$ cat config.mk
export PLATFORM = sky130hd
export DESIGN_NAME = hex_dump_sequencer
export DESIGN_NICKNAME = d
export VERILOG_FILES = /design/src/rtl/hex_dump_pkg.sv /design/src/rtl/bin_to_hex_ascii.sv /design/src/rtl/rr_arbiter.sv /design/src/rtl/hex_dump_sequencer.sv
export SDC_FILE = /design/constraint.sdc
export NUM_CORES = 1
export LEC_CHECK = 0
export ABC_CLOCK_PERIOD_IN_PS = 2900
export BUFFER_PORTS_ARGS = -buffer_cell sky130_fd_sc_hd__buf_4
export CORE_ASPECT_RATIO = 1.25
export CORE_MARGIN = 5
export CORE_UTILIZATION = 45
export DETAILED_ROUTE_END_ITERATION = 7
export PLACE_DENSITY = 0.83
export SKIP_LAST_GASP = 1
export SLEW_MARGIN = 0
export SYNTH_ARGS = -nofsm -noshare
export SYNTH_HDL_FRONTEND = slang
export SYNTH_SLANG_ARGS = --single-unit
$ cat constraint.sdc
create_clock -name clk -period 2.9 [get_ports clk]
set_input_delay 0 -clock clk [delete_from_list [all_inputs] [get_ports clk]]
set_output_delay 0 -clock clk [all_outputs]
set_load 0.01 [all_outputs]
$ cat src/rtl/hex_dump_pkg.sv
// Shared types and constants for the hex dump sequencer: frame FSM states,
// ASCII framing bytes and the nibble-to-ASCII mapping.
package hex_dump_pkg;

    typedef enum logic [2:0] {
        StIdle,
        StLabel,
        StHex,
        StCr,
        StLf
    } state_e;

    localparam logic [7:0]  ASCII_CR         = 8'h0D;
    localparam logic [7:0]  ASCII_LF         = 8'h0A;
    localparam logic [7:0]  ASCII_LABEL_BASE = 8'h41;
    localparam int unsigned HEX_CHARS        = 8;

    // Uppercase hex digit: 0-9 -> '0'..'9', A-F -> 'A'..'F'.
    function automatic logic [7:0] hex_char(input logic [3:0] nib);
        return (nib < 4'd10) ? (8'h30 + {4'h0, nib}) : (8'h37 + {4'h0, nib});
    endfunction

endpackage

$ cat src/rtl/bin_to_hex_ascii.sv
// Converts a 32-bit word into eight ASCII hex characters; the most significant
// nibble lands in bits [63:56].
module bin_to_hex_ascii
    import hex_dump_pkg::*;
(
    input  logic [31:0] bin,
    output logic [63:0] ascii
);

    for (genvar i = 0; i < HEX_CHARS; i++) begin : g_nib
        assign ascii[8*i +: 8] = hex_char(bin[4*i +: 4]);
    end

endmodule

$ cat src/rtl/rr_arbiter.sv
// Combinational round-robin pick: the search starts one above ptr and wraps,
// returning a one-hot winner and its index.
module rr_arbiter #(
    parameter int unsigned NUM_REQ = 4,
    parameter int unsigned IDX_W   = 2
) (
    input  logic [NUM_REQ-1:0] req,
    input  logic [IDX_W-1:0]   ptr,
    output logic [NUM_REQ-1:0] winner,
    output logic [IDX_W-1:0]   winner_idx,
    output logic               valid
);

    int unsigned        cand;
    logic [IDX_W-1:0]   cand_idx;

    always_comb begin
        winner     = '0;
        winner_idx = '0;
        valid      = 1'b0;
        cand       = 0;
        cand_idx   = '0;
        for (int unsigned k = 1; k <= NUM_REQ; k++) begin
            cand = 32'(ptr) + k;
            if (cand >= NUM_REQ) begin
                cand = cand - NUM_REQ;
            end
            cand_idx = IDX_W'(cand);
            if (!valid && req[cand_idx]) begin
                valid            = 1'b1;
                winner[cand_idx] = 1'b1;
                winner_idx       = cand_idx;
            end
        end
    end

endmodule

$ cat src/rtl/hex_dump_sequencer.sv
// Arbitrates debug requesters onto one hex converter and streams each captured
// word to the UART as "[label] 8 hex chars CR LF", one byte per handshake.
module hex_dump_sequencer
    import hex_dump_pkg::*;
#(
    parameter int unsigned NUM_REQ    = 4,
    parameter bit          EMIT_LABEL = 1'b1
) (
    input  logic                    clk,
    input  logic                    rst,
    input  logic [NUM_REQ-1:0]      req,
    input  logic [NUM_REQ*32-1:0]   req_data,
    output logic [NUM_REQ-1:0]      grant,
    output logic                    busy,
    output logic [7:0]              tx_data,
    output logic                    tx_valid,
    input  logic                    tx_ready
);

    localparam int unsigned IDX_W = (NUM_REQ > 1) ? $clog2(NUM_REQ) : 1;

    state_e             state_q, state_d;
    logic [31:0]        word_q, word_d;
    logic [2:0]         char_idx_q, char_idx_d;
    logic [IDX_W-1:0]   ptr_q, ptr_d;
    logic [NUM_REQ-1:0] grant_q, grant_d;

    logic [NUM_REQ-1:0] arb_winner;
    logic [IDX_W-1:0]   arb_idx;
    logic               arb_valid;
    logic [63:0]        ascii;
    logic               xfer;

    rr_arbiter #(
        .NUM_REQ (NUM_REQ),
        .IDX_W   (IDX_W)
    ) u_arb (
        .req        (req),
        .ptr        (ptr_q),
        .winner     (arb_winner),
        .winner_idx (arb_idx),
        .valid      (arb_valid)
    );

    bin_to_hex_ascii u_hex (
        .bin   (word_q),
        .ascii (ascii)
    );

    assign xfer = tx_valid & tx_ready;

    always_comb begin
        state_d    = state_q;
        word_d     = word_q;
        char_idx_d = char_idx_q;
        ptr_d      = ptr_q;
        grant_d    = '0;
        case (state_q)
            StIdle: begin
                if (arb_valid) begin
                    grant_d    = arb_winner;
                    ptr_d      = arb_idx;
                    word_d     = req_data[{arb_idx, 5'b00000} +: 32];
                    char_idx_d = '0;
                    state_d    = EMIT_LABEL ? StLabel : StHex;
                end
            end
            StLabel: if (xfer) state_d = StHex;
            StHex: begin
                if (xfer) begin
                    if (char_idx_q == 3'(HEX_CHARS - 1)) begin
                        state_d = StCr;
                    end else begin
                        char_idx_d = char_idx_q + 3'd1;
                    end
                end
            end
            StCr:    if (xfer) state_d = StLf;
            StLf:    if (xfer) state_d = StIdle;
            default: state_d = StIdle;
        endcase
    end

    // Outputs depend on registered state only, so tx_valid never sees tx_ready.
    always_comb begin
        tx_valid = (state_q != StIdle);
        busy     = (state_q != StIdle);
        grant    = grant_q;
        case (state_q)
            StLabel: tx_data = ASCII_LABEL_BASE + 8'(ptr_q);
            StHex:   tx_data = ascii[{~char_idx_q, 3'b000} +: 8];
            StCr:    tx_data = ASCII_CR;
            StLf:    tx_data = ASCII_LF;
            default: tx_data = 8'h00;
        endcase
    end

    always_ff @(posedge clk) begin
        if (rst) begin
            state_q    <= StIdle;
            word_q     <= '0;
            char_idx_q <= '0;
            ptr_q      <= IDX_W'(NUM_REQ - 1);
            grant_q    <= '0;
        end else begin
            state_q    <= state_d;
            word_q     <= word_d;
            char_idx_q <= char_idx_d;
            ptr_q      <= ptr_d;
            grant_q    <= grant_d;
        end
    end

endmodule

## Word-level counts from Yosys, hierarchy flattened

Cells that the tools add are included.

| cells by class | value |
|---|---|
| add/sub/neg operators | 26 |
| order comparisons | 20 |
| equality and inequality tests | 12 |
| shift operators | 2 |
| mux-type cells | 52 |
| bitwise operators | 7 |
| reductions and logical operators | 17 |

Operators by type and width:

| cell | count |
|---|---|
| variable part select 128 x 8 -> 32 bit | 1 |
| adder 6 x 4 -> 7 bit, first input constant | 16 |
| two-way mux 8 bit | 8 |
| variable part select 64 x 7 -> 8 bit | 1 |
| < comparator 4 bit, second input constant | 8 |
| case mux 8 bit (4 select lines) | 1 |
| two-way mux 3 bit | 9 |
| two-way mux 2 bit | 8 |
| two-way mux 4 bit | 4 |
| case mux 3 bit (5 select lines) | 1 |
| inequality test 2 bit, second input constant | 7 |
| < comparator 2 x 3 -> 1 bit, second input constant | 4 |
| two-way mux 1 bit | 12 |
| OR 4 bit | 3 |
| >= comparator 3 bit, second input constant | 3 |
| adder 7 x 2 -> 8 bit, first input constant | 1 |
| binary-select mux 1 bit (select 2 bit) | 4 |
| demux 1 bit (select 2 bit) | 4 |
| >= comparator 2 x 1 -> 1 bit, second input constant | 4 |
| subtractor 2 x 1 -> 2 bit, second input constant | 4 |
| logical AND 1 bit | 7 |
| adder 2 x 2 -> 3 bit, second input constant | 2 |
| == test 3 x 2 -> 1 bit, second input constant | 2 |
| == test 3 bit, second input constant | 2 |
| other kinds (17) | 20 |

| storage, ports and cells | value |
|---|---|
| register bits | 44 |
| input bits | 135 |
| output and inout bits | 14 |
| word-level logic and storage cells | 141 |

## Depth between registers and ports, before layout

| logic depth | value |
|---|---|
| word-level depth | 17 |
| mapped depth | 13 |
| mapped depth without buffers | 8 |

## Hierarchy

A second synthesis with hierarchy kept.

| unflattened totals | value |
|---|---|
| cell total of the unflattened synthesis | 497 |
| area, all modules | 4398.0 um^2 |

Modules (own cells, without submodules):

| module | instances | cells an instance | area an instance (um^2) | seq. area each (um^2) |
|---|---|---|---|---|
| hex_dump_sequencer | 1 | 301 | 3066.7 | 880.8 |
| bin_to_hex_ascii | 1 | 128 | 805.8 | 0.0 |
| rr_arbiter | 1 | 68 | 525.5 | 0.0 |

## Worst setup path before layout

OpenSTA, ideal clock, no wires.

| timing path | value |
|---|---|
| kind | register to register |
| start point | register ptr_q[0] |
| end point | register word_q[8] |
| library setup time | 74 ps |
| arrival time | 2937 ps |
| required time | 2826 ps |
| setup slack | -111 ps |
| cell stages (with the launch flop) | 12 |
| path buffers | 3 |
| period minus slack after synthesis | 3011 ps |
| cell sequence | dfxtp_1 -> buf_4 -> inv_1 -> ha_1 -> clkbuf_1 -> mux4_1 -> nor4_1 -> or3_4 -> or4_1 -> clkbuf_1 -> a2111o_1 -> o211ai_2 |

| between the ends | value |
|---|---|
| word-level cells in the longest chain between the ends | 16 |
| elaborated cells between the ends (all ways) | 40 |
| those cells by class | add/sub: 8; order compare: 4; shift: 1; mux: 20; reduce/logical: 7 |

Ends and longest elaborated chain:

| element | RTL line | text |
|---|---|---|
| start: declaration | hex_dump_sequencer.sv:25 | `logic [IDX_W-1:0] ptr_q, ptr_d;` |
| start signal: assignment | hex_dump_sequencer.sv:103 | `ptr_q <= IDX_W'(NUM_REQ - 1);` |
| start signal: assignment | hex_dump_sequencer.sv:109 | `ptr_q <= ptr_d;` |
| adder 2 x 1 -> 3 bit | rr_arbiter.sv:24 | `cand = 32'(ptr) + k;` |
| >= comparator 3 bit or subtractor 2 x 1 -> 2 bit (tied branches) | rr_arbiter.sv:25, rr_arbiter.sv:26 |  |
| two-way mux 2 bit | rr_arbiter.sv:25 | `if (cand >= NUM_REQ) begin` |
| binary-select mux 1 bit (select 2 bit) | rr_arbiter.sv:29 | `if (!valid && req[cand_idx]) begin` |
| two-way mux 1 bit (implied by the code) | rr_arbiter.sv:29 |  |
| two-way mux 1 bit | rr_arbiter.sv:29 |  |
| zero test 1 bit | rr_arbiter.sv:29 |  |
| logical AND 1 bit | rr_arbiter.sv:29 |  |
| two-way mux 1 bit | rr_arbiter.sv:29 |  |
| zero test 1 bit | rr_arbiter.sv:29 |  |
| logical AND 1 bit | rr_arbiter.sv:29 |  |
| two-way mux 1 bit | rr_arbiter.sv:29 |  |
| zero test 1 bit | rr_arbiter.sv:29 |  |
| logical AND 1 bit | rr_arbiter.sv:29 |  |
| two-way mux 2 bit or two-way mux 1 bit (tied branches) | rr_arbiter.sv:29 |  |
| variable part select 128 x 8 -> 32 bit or AND reduction 2 bit (tied branches) | - |  |
| end signal: assignment | hex_dump_sequencer.sv:107 | `word_q <= word_d;` |
| end: declaration | hex_dump_sequencer.sv:23 | `logic [31:0] word_q, word_d;` |

Parallel ways exist; a longest one is shown, timed or not. The select of a mux whose other input is x is not followed.
A chain may end at the register's enable or synchronous reset.

## Final worst setup path

| timing path | value |
|---|---|
| start point | register ptr_q[1] |
| end point | register word_q[8] |

The elaborated chain is that of the path after synthesis.

==> results.md <==
- Clock-pin slew on the worst setup and hold paths: 0.08 ns
- Maximum clock path buffer count: 2
- Distinct cells, synth: 56
- Highest clock rate: 365.5 MHz
- DRC Markers: 0
- Area contributors post-synth: dfxtp_1 23%, mux2i_1 18%, o221ai_1 7.1%, ha_1 5.9%, mux4_2 5.9%
- Mapped Cells: 449
- Hold_ws: 0.01649 ns
- Final setup skew: 0.008667 ns
- Sequential Power Share: 24.8%
- Area Growth Syn to Fin: 34.95%
- Post-synthesis register bit count: 44
- Routed Antenna Nets: 0
- First-pass GRT wire length: 18,350 microns
- CP Capture Type: flip-flop
- Status: complete, no violations
- Drt wl/cell: 16.94 microns
- Routed wire length: 11,560 microns
- Grt total ovfl: 0
- # clock sinks: 44
- Least-Margin Pin Slew: 1.096 ns
- Antenna diodes: 0
- Avg Inst Size Synth: 8.524 sq um
- Number of nets in the layout: 737
- Slew Viols, Final: 0
- DRT Pass-1 Iters: 5
- Static leakage: 2.247 nW
- Cell-internal power: 0.002300 W
- Worst rel slew slack: 26.85%
- Clock share of power: 9.6%
- Ys flop type: dfxtp_1
- Switching Power: 0.001802 W
- Yosys top cell area share: 23.01%
- Share of layout cells above drive strength 1: 31.97%
- Total CTS buffers: 5
- Number of enable flip-flop cells after synthesis: 0
- Tot GR Track Use: 21.21%
- Vias in the first global route: 4,140
- Mapped Area: 3827 sq um
- Die W: 92.49 microns
- Max VDD drop: 0.4322 mV
- Final hold vios: 0
- Number of top-level pins: 149
- Startpoint Class: flip-flop
- Initial antenna violation count: 0
- GP Congestion: 0.9838
- Pwr dens: 794.1 nW/um^2
- Worst-Skew Late Latency: 0.30 ns
- Sequential area share after synthesis: 23.01%
- Dominant cell type by area after synthesis: dfxtp_1
- CP arrival: 2.97 ns
- Initial core utilization: 46.19%
- Die Ht: 113.1 microns
- Port bufs: 147
- Logic pwr share: 65.6%
- Max Cap Violations: 0
- Row count: 37
- Crit share post-route: 94.33%
- Final HPWL DP: 9009 microns
- Syn Nets: 602
- Synth Warn #: 0
- Crit Path Class: reg2reg
- Req. time, crit path: 3.13 ns
- Fin crit period: 2.736 ns
- Die ar.: 10,460 sq um
- Fillers: 735
- Setup violators final: 0
- Ys async rst share: 0%
- Via/cell ratio: 5.956
- CTS tree: built
- Critical path fanouts, max: 6
- Initial drt markers: 312
- TNS Setup: 0 ns
- Setup Buffers After CTS: 0
- Placeable Area: 8287 sq um
- H-tree depth: 2
- Sw Ratio: 43.93%
- Largest net degree at the start of global routing: 65
- CTS Root Buffer Type: clkbuf_8
- HP Class: in2reg
- DR vias: 4,062
## power groups by stage
stage	clock network [W]	logic, W	registers (W)
after floorplan	0	0.00196	0.000960
after global placement	0	0.00250	0.00100
after detailed placement	0	0.00259	0.00102
after CTS	0.000402	0.00260	0.00101
after global routing	0.000427	0.00295	0.00104
final	0.000395	0.00269	0.00102
## Yosys cell counts (2+ instances only)
cell type   n
xnor2_1     9
nor2_1     18
o21ai_0    14
a32oi_1     2
nand3_1     4
mux2_2      2
nor4_1      2
o221ai_1   31
a221oi_1    5
nor4bb_1    2
nor2b_1     6
a211oi_1    8
inv_1      25
nand2b_1    6
o22ai_1     5
buf_4       4
clkbuf_1   14
buf_1       4
and4b_1     7
mux4_2     10
dfxtp_1    44
a22oi_1     4
or3_1       2
nand3b_1    2
buf_2      12
mux2i_1    67
and2_1      2
nand2_1    54
nor3_1      6
a21oi_1    32
a211o_1     2
nor4b_1     3
ha_1       18
## kinds of logic after synthesis
logic type,Yosys count,share of synthesized area [%]
adders and majority gates,18,5.884
AOI/OAI and AO/OA,116,21.38
buffers and inverters,59,6.571
and+or+nand+nor,122,16.31
other,1,0.09798
DFF,44,23.01
muxes,80,24.68
xor gates and xnor gates,9,2.060
## final cells by class
class	instances	area, sq um	area share, %
Inverter	25	93.84	1.817
Timing Repair Buffer	162	1251	24.22
Sequential cell	44	883.3	17.10
Clock buffer	8	90.09	1.744
Multi-Input combinational cell	346	2725	52.76
Tap cell	97	121.4	2.350
## sequential cells by signal (all words and copies together) (netlist names)
| signal | flops |
|---|---|
| word_q | 32 |
| grant | 4 |
| char_idx_q | 3 |
| state_q | 3 |
| ptr_q | 2 |
## critical path, cell delays in order, from the launching register on
cell and delay, ns:
dfxtp_2 0.38, inv_1 0.13, ha_1 0.34, mux4_2 0.29
nor4_1 0.08, or3_4 0.37, or4_1 0.62, a2111o_1 0.40
o211ai_2 0.06
## per-layer routing
metal | share of wire (%) | GRT usage, %
met5 | 0 | 0
met4 | 2.0 | 6.640
met3 | 6.5 | 3.191
met2 | 55 | 41.53
met1 | 36 | 22.92
## path summary, 6_finish.rpt
kind | from | endpoint | slack (ns) | cells past startpoint
hold / removal | req_data[15] | word_q[15] | 0.02 | 3
setup reg to reg | ptr_q[1] | word_q[8] | 0.16 | 8
setup / recovery | ptr_q[1] | word_q[8] | 0.16 | 8
hold reg to reg | word_q[12] | word_q[12] | 0.47 | 2
## metrics by stage
| step | util, % | cell area (sq um) | worst slack (ns) | power [W] | std cells |
|---|---|---|---|---|---|
| 2_1_floorplan | - | 3834 | 0.02835 | 0.002918 | 449 |
| 3_3_place_gp | 60.34 | 5000 | 0.1810 | 0.003504 | 669 |
| 3_5_place_dp | 60.34 | 5000 | 0.08413 | 0.003612 | 669 |
| 4_1_cts | 61.91 | 5130 | 0.04986 | 0.004013 | 681 |
| 5_1_grt | 62.33 | 5165 | -0.02175 | 0.004418 | 682 |
| 6_report | 62.33 | 5165 | 0.1643 | 0.004102 | 682 |
## placed cells by master (no fill, tap or decap), types with 7 or more instances in the layout
cell type	instances
a211oi_1	8
a21oi_1	32
and4b_1	7
buf_4	156
dfxtp_1	42
ha_1	18
inv_1	25
mux2i_1	67
mux4_2	10
nand2_1	54
nor2_1	18
o21ai_0	14
o221ai_1	31
xnor2_1	9
## what timing repair did
| action | in CTS | in global routing |
|---|---|---|
| hold endpoints to repair | 8 | 0 |
| setup endpoints to repair | 0 | 32 |
| hold buffers | 4 | 0 |
| gates resized for setup | 0 | 7 |
No activity file was read; power rests on OpenSTA's default activity.
